==> config.mk <==
export PLATFORM = sky130hd
export DESIGN_NAME = execute_stage_md
export DESIGN_NICKNAME = d
export VERILOG_FILES = /design/src/rtl/execute_stage_md_pkg.sv /design/src/rtl/execute_stage_md_mul_div_unit.sv /design/src/rtl/execute_stage_md.sv
export SDC_FILE = /design/constraint.sdc
export NUM_CORES = 1
export LEC_CHECK = 0
export ABC_CLOCK_PERIOD_IN_PS = 13200
export CAP_MARGIN = 15
export CELL_PAD_IN_SITES_DETAIL_PLACEMENT = 1
export CELL_PAD_IN_SITES_GLOBAL_PLACEMENT = 1
export CORE_ASPECT_RATIO = 1.75
export CORE_UTILIZATION = 43
export CTS_CLUSTER_DIAMETER = 30
export DETAILED_ROUTE_END_ITERATION = 8
export PLACE_DENSITY = 0.8
export SYNTH_ARGS = -nofsm -noshare
export SYNTH_HDL_FRONTEND = slang
export SYNTH_SLANG_ARGS = --single-unit
==> constraint.sdc <==
create_clock -name CLK -period 13.2 [get_ports CLK]
set_input_delay 3.96 -clock CLK [delete_from_list [all_inputs] [get_ports CLK]]
set_output_delay 3.96 -clock CLK [all_outputs]
set_load 0.02 [all_outputs]
==> src/rtl/execute_stage_md_pkg.sv <==
// Shared encodings for the execute stage: ALU ops, forward selects, HI/LO reads,
// multiply/divide opcodes and the multiply/divide sequencer states.
package execute_stage_md_pkg;

    localparam logic [2:0] ALU_AND = 3'b000;
    localparam logic [2:0] ALU_OR  = 3'b001;
    localparam logic [2:0] ALU_ADD = 3'b010;
    localparam logic [2:0] ALU_SUB = 3'b110;
    localparam logic [2:0] ALU_SLT = 3'b111;

    localparam logic [1:0] MD_MULTU = 2'b00;
    localparam logic [1:0] MD_MULT  = 2'b01;
    localparam logic [1:0] MD_DIVU  = 2'b10;
    localparam logic [1:0] MD_DIV   = 2'b11;

    localparam logic [1:0] FWD_RD   = 2'b00;
    localparam logic [1:0] FWD_WB   = 2'b01;
    localparam logic [1:0] FWD_MEM  = 2'b10;
    localparam logic [1:0] FWD_ZERO = 2'b11;

    localparam logic [1:0] HL_ALU = 2'b00;
    localparam logic [1:0] HL_LO  = 2'b01;
    localparam logic [1:0] HL_HI  = 2'b10;

    typedef enum logic [1:0] {MD_IDLE, MD_RUN, MD_FIX} md_state_e;

    // Odd opcodes (MULT, DIV) are the signed variants; the upper bit selects divide.
    function automatic logic md_is_signed(input logic [1:0] op);
        return op[0];
    endfunction

    function automatic logic md_is_div(input logic [1:0] op);
        return op[1];
    endfunction

endpackage

==> src/rtl/execute_stage_md_mul_div_unit.sv <==
// Iterative multiply/divide: one shift-add or restoring shift-subtract step per cycle
// on operand magnitudes, with sign correction and the HI/LO write in a final cycle.
module mul_div_unit
    import execute_stage_md_pkg::*;
#(
    parameter int DATA_W = 32
) (
    input  logic              clk,
    input  logic              rst_n,
    input  logic              start,
    input  logic [1:0]        op,
    input  logic [DATA_W-1:0] a,
    input  logic [DATA_W-1:0] b,
    output logic [DATA_W-1:0] hi,
    output logic [DATA_W-1:0] lo,
    output logic              busy,
    output logic              done
);
    localparam int CW = $clog2(DATA_W + 1);

    md_state_e         state_q, state_d;
    logic [CW-1:0]     cnt_q, cnt_d;
    logic [1:0]        op_q, op_d;
    logic              neg_a_q, neg_a_d, neg_b_q, neg_b_d;
    logic [DATA_W-1:0] acc_q, acc_d, q_q, q_d, m_q, m_d;
    logic [DATA_W-1:0] hi_q, hi_d, lo_q, lo_d;
    logic              done_q, done_d;

    logic [DATA_W-1:0]   mag_a, mag_b, addend;
    logic [DATA_W:0]     sum, shifted, diff;
    logic [2*DATA_W-1:0] prod;
    logic                neg_res;

    assign mag_a   = (md_is_signed(op) && a[DATA_W-1]) ? -a : a;
    assign mag_b   = (md_is_signed(op) && b[DATA_W-1]) ? -b : b;
    assign addend  = q_q[0] ? m_q : '0;
    assign sum     = {1'b0, acc_q} + {1'b0, addend};
    assign shifted = {acc_q, q_q[DATA_W-1]};
    assign diff    = shifted - {1'b0, m_q};
    assign prod    = {acc_q, q_q};
    assign neg_res = neg_a_q ^ neg_b_q;

    always_comb begin
        state_d = state_q;
        cnt_d   = cnt_q;
        op_d    = op_q;
        neg_a_d = neg_a_q;
        neg_b_d = neg_b_q;
        acc_d   = acc_q;
        q_d     = q_q;
        m_d     = m_q;
        hi_d    = hi_q;
        lo_d    = lo_q;
        done_d  = 1'b0;
        case (state_q)
            MD_IDLE: if (start) begin
                op_d    = op;
                neg_a_d = md_is_signed(op) & a[DATA_W-1];
                neg_b_d = md_is_signed(op) & b[DATA_W-1];
                acc_d   = '0;
                cnt_d   = CW'(DATA_W);
                // q holds the bits consumed each step: multiplier or dividend.
                q_d     = md_is_div(op) ? mag_a : mag_b;
                m_d     = md_is_div(op) ? mag_b : mag_a;
                state_d = MD_RUN;
            end
            MD_RUN: begin
                cnt_d = cnt_q - CW'(1);
                if (!md_is_div(op_q)) begin
                    acc_d = sum[DATA_W:1];
                    q_d   = {sum[0], q_q[DATA_W-1:1]};
                end else if (!diff[DATA_W]) begin
                    acc_d = diff[DATA_W-1:0];
                    q_d   = {q_q[DATA_W-2:0], 1'b1};
                end else begin
                    acc_d = shifted[DATA_W-1:0];
                    q_d   = {q_q[DATA_W-2:0], 1'b0};
                end
                if (cnt_q == CW'(1)) state_d = MD_FIX;
            end
            MD_FIX: begin
                if (md_is_div(op_q)) begin
                    // A zero divisor leaves the dividend magnitude in acc, so the
                    // ordinary remainder path already returns the raw dividend.
                    lo_d = (m_q == '0) ? '1 : (neg_res ? -q_q : q_q);
                    hi_d = neg_a_q ? -acc_q : acc_q;
                end else begin
                    {hi_d, lo_d} = neg_res ? -prod : prod;
                end
                done_d  = 1'b1;
                state_d = MD_IDLE;
            end
            default: state_d = MD_IDLE;
        endcase
    end

    always_ff @(posedge clk or negedge rst_n) begin
        if (!rst_n) begin
            state_q <= MD_IDLE;
            cnt_q   <= '0;
            op_q    <= '0;
            neg_a_q <= 1'b0;
            neg_b_q <= 1'b0;
            acc_q   <= '0;
            q_q     <= '0;
            m_q     <= '0;
            hi_q    <= '0;
            lo_q    <= '0;
            done_q  <= 1'b0;
        end else begin
            state_q <= state_d;
            cnt_q   <= cnt_d;
            op_q    <= op_d;
            neg_a_q <= neg_a_d;
            neg_b_q <= neg_b_d;
            acc_q   <= acc_d;
            q_q     <= q_d;
            m_q     <= m_d;
            hi_q    <= hi_d;
            lo_q    <= lo_d;
            done_q  <= done_d;
        end
    end

    assign hi   = hi_q;
    assign lo   = lo_q;
    assign busy = (state_q != MD_IDLE);
    assign done = done_q;

endmodule

==> src/rtl/execute_stage_md.sv <==
// Execute stage: forwarding, ALUSrc and RegDst muxes, single-cycle ALU, and an
// iterative multiply/divide unit whose HI/LO are readable through ALUOUTE.
module execute_stage_md
    import execute_stage_md_pkg::*;
#(
    parameter int DATA_W = 32,
    parameter int REG_AW = 5
) (
    input  logic              CLK,
    input  logic              RST,
    input  logic [DATA_W-1:0] RD1E,
    input  logic [DATA_W-1:0] RD2E,
    input  logic [REG_AW-1:0] RtE,
    input  logic [REG_AW-1:0] RdE,
    input  logic [DATA_W-1:0] SignImmE,
    input  logic [DATA_W-1:0] aluOutM,
    input  logic [DATA_W-1:0] ResultW,
    input  logic [1:0]        ForwardAE,
    input  logic [1:0]        ForwardBE,
    input  logic              RegDstE,
    input  logic              ALUSrcE,
    input  logic [2:0]        ALUControlE,
    input  logic              MDStartE,
    input  logic [1:0]        MDOpE,
    input  logic [1:0]        HiLoReadE,
    output logic [DATA_W-1:0] ALUOUTE,
    output logic [DATA_W-1:0] WriteDataE,
    output logic [REG_AW-1:0] WriteRegE,
    output logic              ZeroE,
    output logic              MDBusyE,
    output logic              MDStallE,
    output logic              MDDoneE
);
    logic [DATA_W-1:0] src_a, src_b, alu_res, hi, lo;
    logic              md_busy, hl_read;

    always_comb begin
        case (ForwardAE)
            FWD_RD:  src_a = RD1E;
            FWD_WB:  src_a = ResultW;
            FWD_MEM: src_a = aluOutM;
            default: src_a = '0;
        endcase
        case (ForwardBE)
            FWD_RD:  WriteDataE = RD2E;
            FWD_WB:  WriteDataE = ResultW;
            FWD_MEM: WriteDataE = aluOutM;
            default: WriteDataE = '0;
        endcase
    end

    assign src_b = ALUSrcE ? SignImmE : WriteDataE;

    always_comb begin
        case (ALUControlE)
            ALU_AND: alu_res = src_a & src_b;
            ALU_OR:  alu_res = src_a | src_b;
            ALU_ADD: alu_res = src_a + src_b;
            ALU_SUB: alu_res = src_a - src_b;
            ALU_SLT: alu_res = {{(DATA_W-1){1'b0}}, ($signed(src_a) < $signed(src_b))};
            default: alu_res = '0;
        endcase
    end

    always_comb begin
        case (HiLoReadE)
            HL_LO:   ALUOUTE = lo;
            HL_HI:   ALUOUTE = hi;
            default: ALUOUTE = alu_res;
        endcase
    end

    assign ZeroE     = (alu_res == '0);
    assign WriteRegE = RegDstE ? RdE : RtE;
    assign hl_read   = (HiLoReadE == HL_LO) || (HiLoReadE == HL_HI);
    assign MDBusyE   = md_busy;
    // HI/LO reads stall too: ALUOUTE would otherwise return the pre-operation value.
    assign MDStallE  = md_busy & (MDStartE | hl_read);

    mul_div_unit #(.DATA_W(DATA_W)) u_md (
        .clk   (CLK),
        .rst_n (RST),
        .start (MDStartE),
        .op    (MDOpE),
        .a     (src_a),
        .b     (WriteDataE),
        .hi    (hi),
        .lo    (lo),
        .busy  (md_busy),
        .done  (MDDoneE)
    );

endmodule

==> results list <==
- Result of the run: complete, no violations
- After synthesis the netlist holds a flip-flop and latch count of 172.
* Final cycle utilization of the critical path: 98.9%
- Antenna viol nets, final: 0
- The cell count after synthesis came out at 2845.
* Setup Skew: 0.0112 ns
- OpenSTA, run right after detailed placement, puts the worst setup slack at -0.319 ns.
- Timing would allow up to 76.6 MHz.
* Antenna violations before repair: 14
- Fraction of registers with async set/reset: 100%
- Pwr Density: 206 mW/mm^2
- The clock passes through at most 2 buffers.
* Data required time of the worst path: 9.24 ns
- Primary flip-flop cell chosen by synthesis mapping: dfrtp_1
- Entering global routing, the biggest net connects 76 pins.
* Arrival time at the worst endpoint: 9.10 ns
- Number of maximum-capacitance violations: 0
* Worst reg2reg setup slack: 8.14 ns
- Average cell area after synthesis: 7.57 sq um
- For the worst-skew pair, the clock arrives at the later sink with an insertion delay of 0.47 ns.
* Highest cell delay on the worst timing path: 0.55 ns
- Overall routing resource usage: 42.9%
* Cell accounting for the most synthesized area: dfrtp_1
* Leading cell types by total area after synthesis: dfrtp_1 20%, ha_1 10%, mux2i_1 6.4%
- Post-synthesis sequential area ratio: 20.0%
- IO Count: 259
- Growth of design area from synthesis to finish: 29.4%
- Number of H-tree branching levels: 4
- Setup total negative slack on the finished layout was measured at 0 ns.
* Dominant delay contributor by cell family on the critical path: buffers and inverters
* Root Driver: clkbuf_16
* Count of synthesis-stage warnings from yosys: 0
- Detailed-routing iteration count for the pre-antenna-repair pass: 5
- Slew at the pin closest to its max-slew limit: 1.23 ns
- CTS saw 172 sinks.
* Number of failing hold endpoints at the final stage: 0
* Number of CTS-inserted buffers: 17
- After detailed routing, the average wire length per cell comes to 27.6 microns.
- Wire segments on met3 add up to 4850 microns in the final route.
- Post-synthesis instance area: 0.0216 sq mm
- The first global-routing pass estimated 163000 microns of wire.
- Lkg Pwr: 0.0123 uW
- STA classifies the critical path startpoint as an input pin.
* Final RePlAce weighted congestion: 1.06
- Hold_ws: 0.490 ns
- STA classifies the critical path endpoint as a primary output.
- The critical path contains buffers and inverters numbering 6 combined.
- The die is 171 microns wide.
- Final routed wirelength across all metal layers: 111000 microns
* Worst max-slew margin expressed relative to the limit: 17.7%
- Worst setup slack after layout: 0.141 ns
- Worst min-delay path category: flop to flop
- The die covers 0.0511 sq mm.
- Critical-path cell with the highest stage delay: clkdlybuf4s50_1
- Of the cells placed in the final design, the portion with a size suffix greater than 1 is 15.7%.
* Net count, final: 3686
* Vias: 25500
- Highest-count cells in the layout ignoring fill and taps: 379 x buf_4, 286 x nor2_1, 268 x a21oi_1
* Starting utilization of the core area: 43.5%
- Initial drt markers: 1313
- After detailed routing, the wire length on met1 is 35800 microns.
- The core region is 0.0496 sq mm.
- Detailed-route DRC error count: 0
- The setup path with the least slack is of type input pin to primary output.
* Nets in the synthesized netlist: 3209
* CP Max Fanout: 13
- Peak ir drop on the vdd network: 0.000185 V
- In the detailed route, the total length drawn on met2 is 57400 microns.
* CTS tree: done
- Cts-stage hold buffer count: 0
- Row cnt: 108
- Using the TritonRoute via totals, the vias-per-cell ratio works out to 6.36.
* I/O Buffers: 258
* Highest metal layer with signal wires: met4
- Distinct cells, synth: 96
* Total power after layout: 5750 uW
* Clock edge transition at the registers on the reported setup and hold paths: 0.07 ns
* GRT Residual Overflow: 0
* Area share of the largest cell type after synthesis: 20.0%
- Slew Viols, Final: 0
- The cell that appears most often on the critical path is buf_4.
* Hpwl dp: 90100 microns
- List of cells traversed by the critical path: clkdlybuf4s50_1 -> buf_4 -> a2bb2oi_1 -> buf_4 -> ha_1 -> nor3_2 -> o31ai_2 -> a2111oi_4 -> buf_4 -> o21ai_1 -> a31oi_2 -> xor2_1 -> o221ai_2 -> nor4_1 -> nand4_1 -> nor4_2 -> buf_4 -> and4b_1 -> dlygate4sd2_1
- Final critical-path required period: 13.06 ns
- Commonest non-fill, non-tap cell in the layout: buf_4
* Via count of the first global-routing pass: 27500
- Setup violations remaining at the end of the flow were counted as 0.
- Y dimension of the die: 298 microns
- EDFF count, synth: 0
path summary, 6_finish.rpt:
path / from / end / cells past startpoint
worst max-delay path: ForwardAE[0] / ZeroE / 19
worst min-delay path: u_md.cnt_q[5]$_DFFE_PN0P_ / u_md.cnt_q[5]$_DFFE_PN0P_ / 1
worst max register to register: u_md.q_q[31]$_DFFE_PN0P_ / u_md.acc_q[16]$_DFFE_PN0P_ / 16
worst min register to register: u_md.cnt_q[5]$_DFFE_PN0P_ / u_md.cnt_q[5]$_DFFE_PN0P_ / 1
max in group asynchronous: RST / u_md.m_q[6]$_DFFE_PN0P_ / 3
min in group asynchronous: RST / u_md.acc_q[26]$_DFFE_PN0P_ / 1
power breakdown:
part           internal (uW)  switching (uW)
Combinational           1650            2410
Sequential               779             373
Clock                    293             241
per-layer routing:
| metal | vias up | GRT usage [%] |
|---|---|---|
| met5 | - | 0 |
| met4 | 0 | 42.7 |
| met3 | 538 | 6.63 |
| met2 | 985 | 79.4 |
| met1 | 12600 | 38.1 |
| li1 | 11300 | - |
flip-flops by register name, indices dropped and copies added (netlist names):
register	flops
u_md.op_q	1
u_md.cnt_q	6
u_md.done	1
u_md.state_q	2
u_md.neg_a_q	1
u_md.acc_q	32
u_md.lo	32
u_md.q_q	32
u_md.neg_b_q	1
u_md.m_q	32
u_md.hi	32
cells in the mapped netlist (all sizes together) (47+ instances only):
cell type	n
nor2	290
a21oi	272
o21ai	229
nand2	213
ha	174
dfrtp	172
inv	162
clkbuf	138
mux2i	137
xnor2	116
xor2	79
nor3	57
nand3	52
a211oi	50
buf	47
area by class of cell:
class                      instances  area, sq um
clock buffer                      22          474
tap                              660          826
antenna                           14         35.0
clock inverter                     9          113
multi-input combinational       2325        16000
inverter                         163          612
sequential                       172         4310
fill                            6189        21700
timing repair buffer             643         5520
cells by family (layout without fill, tap and decap cells):
family                   count (synthesis)  after routing  share of synthesized area (%)
AND/OR/NAND/NOR                        817            817                           17.9
buffers and inverters                  348            837                           6.40
other                                    0             14                              0
AO/OA/AOI/OAI                          959            959                           28.9
XOR/XNOR                               195            195                           7.92
adder cells (fa/ha/maj)                178            178                           10.5
multiplexers                           176            176                           8.40
flip-flops                             172            172                           20.0
stage by stage:
stage / std cells / utilization, % / area [sq um]
finish: 4008 / 56.2 / 27900
global route: 4008 / 56.2 / 27900
CTS: 3994 / 56.1 / 27800
detailed placement: 3957 / 54.7 / 27100
global placement: 3957 / 54.7 / 27100
floorplan: 2845 / - / 21600
what timing repair did:
action / 4_1_cts / 5_1_grt
setup endpoints to repair: 3 / 5
pin swaps: 1 / 2
buffers inserted: 6 / 0
gates resized for setup: 8 / 9
worst register-to-register path, cell delays in order, from the launching register on:
cell and delay (ns):
dfrtp_1 0.48, inv_1 0.21, ha_1 0.36, inv_1 0.10, fa_1 0.43, a21o_1 0.20
nand4_1 0.12, a31oi_1 0.25, a2111o_1 0.69, a221oi_2 0.48, o21a_1 0.16, a311o_1 0.16
xnor2_2 0.15, buf_4 0.55, mux2i_1 0.30, mux2i_1 0.10, a22o_1 0.19
No activity file was read; power rests on OpenSTA's default activity.
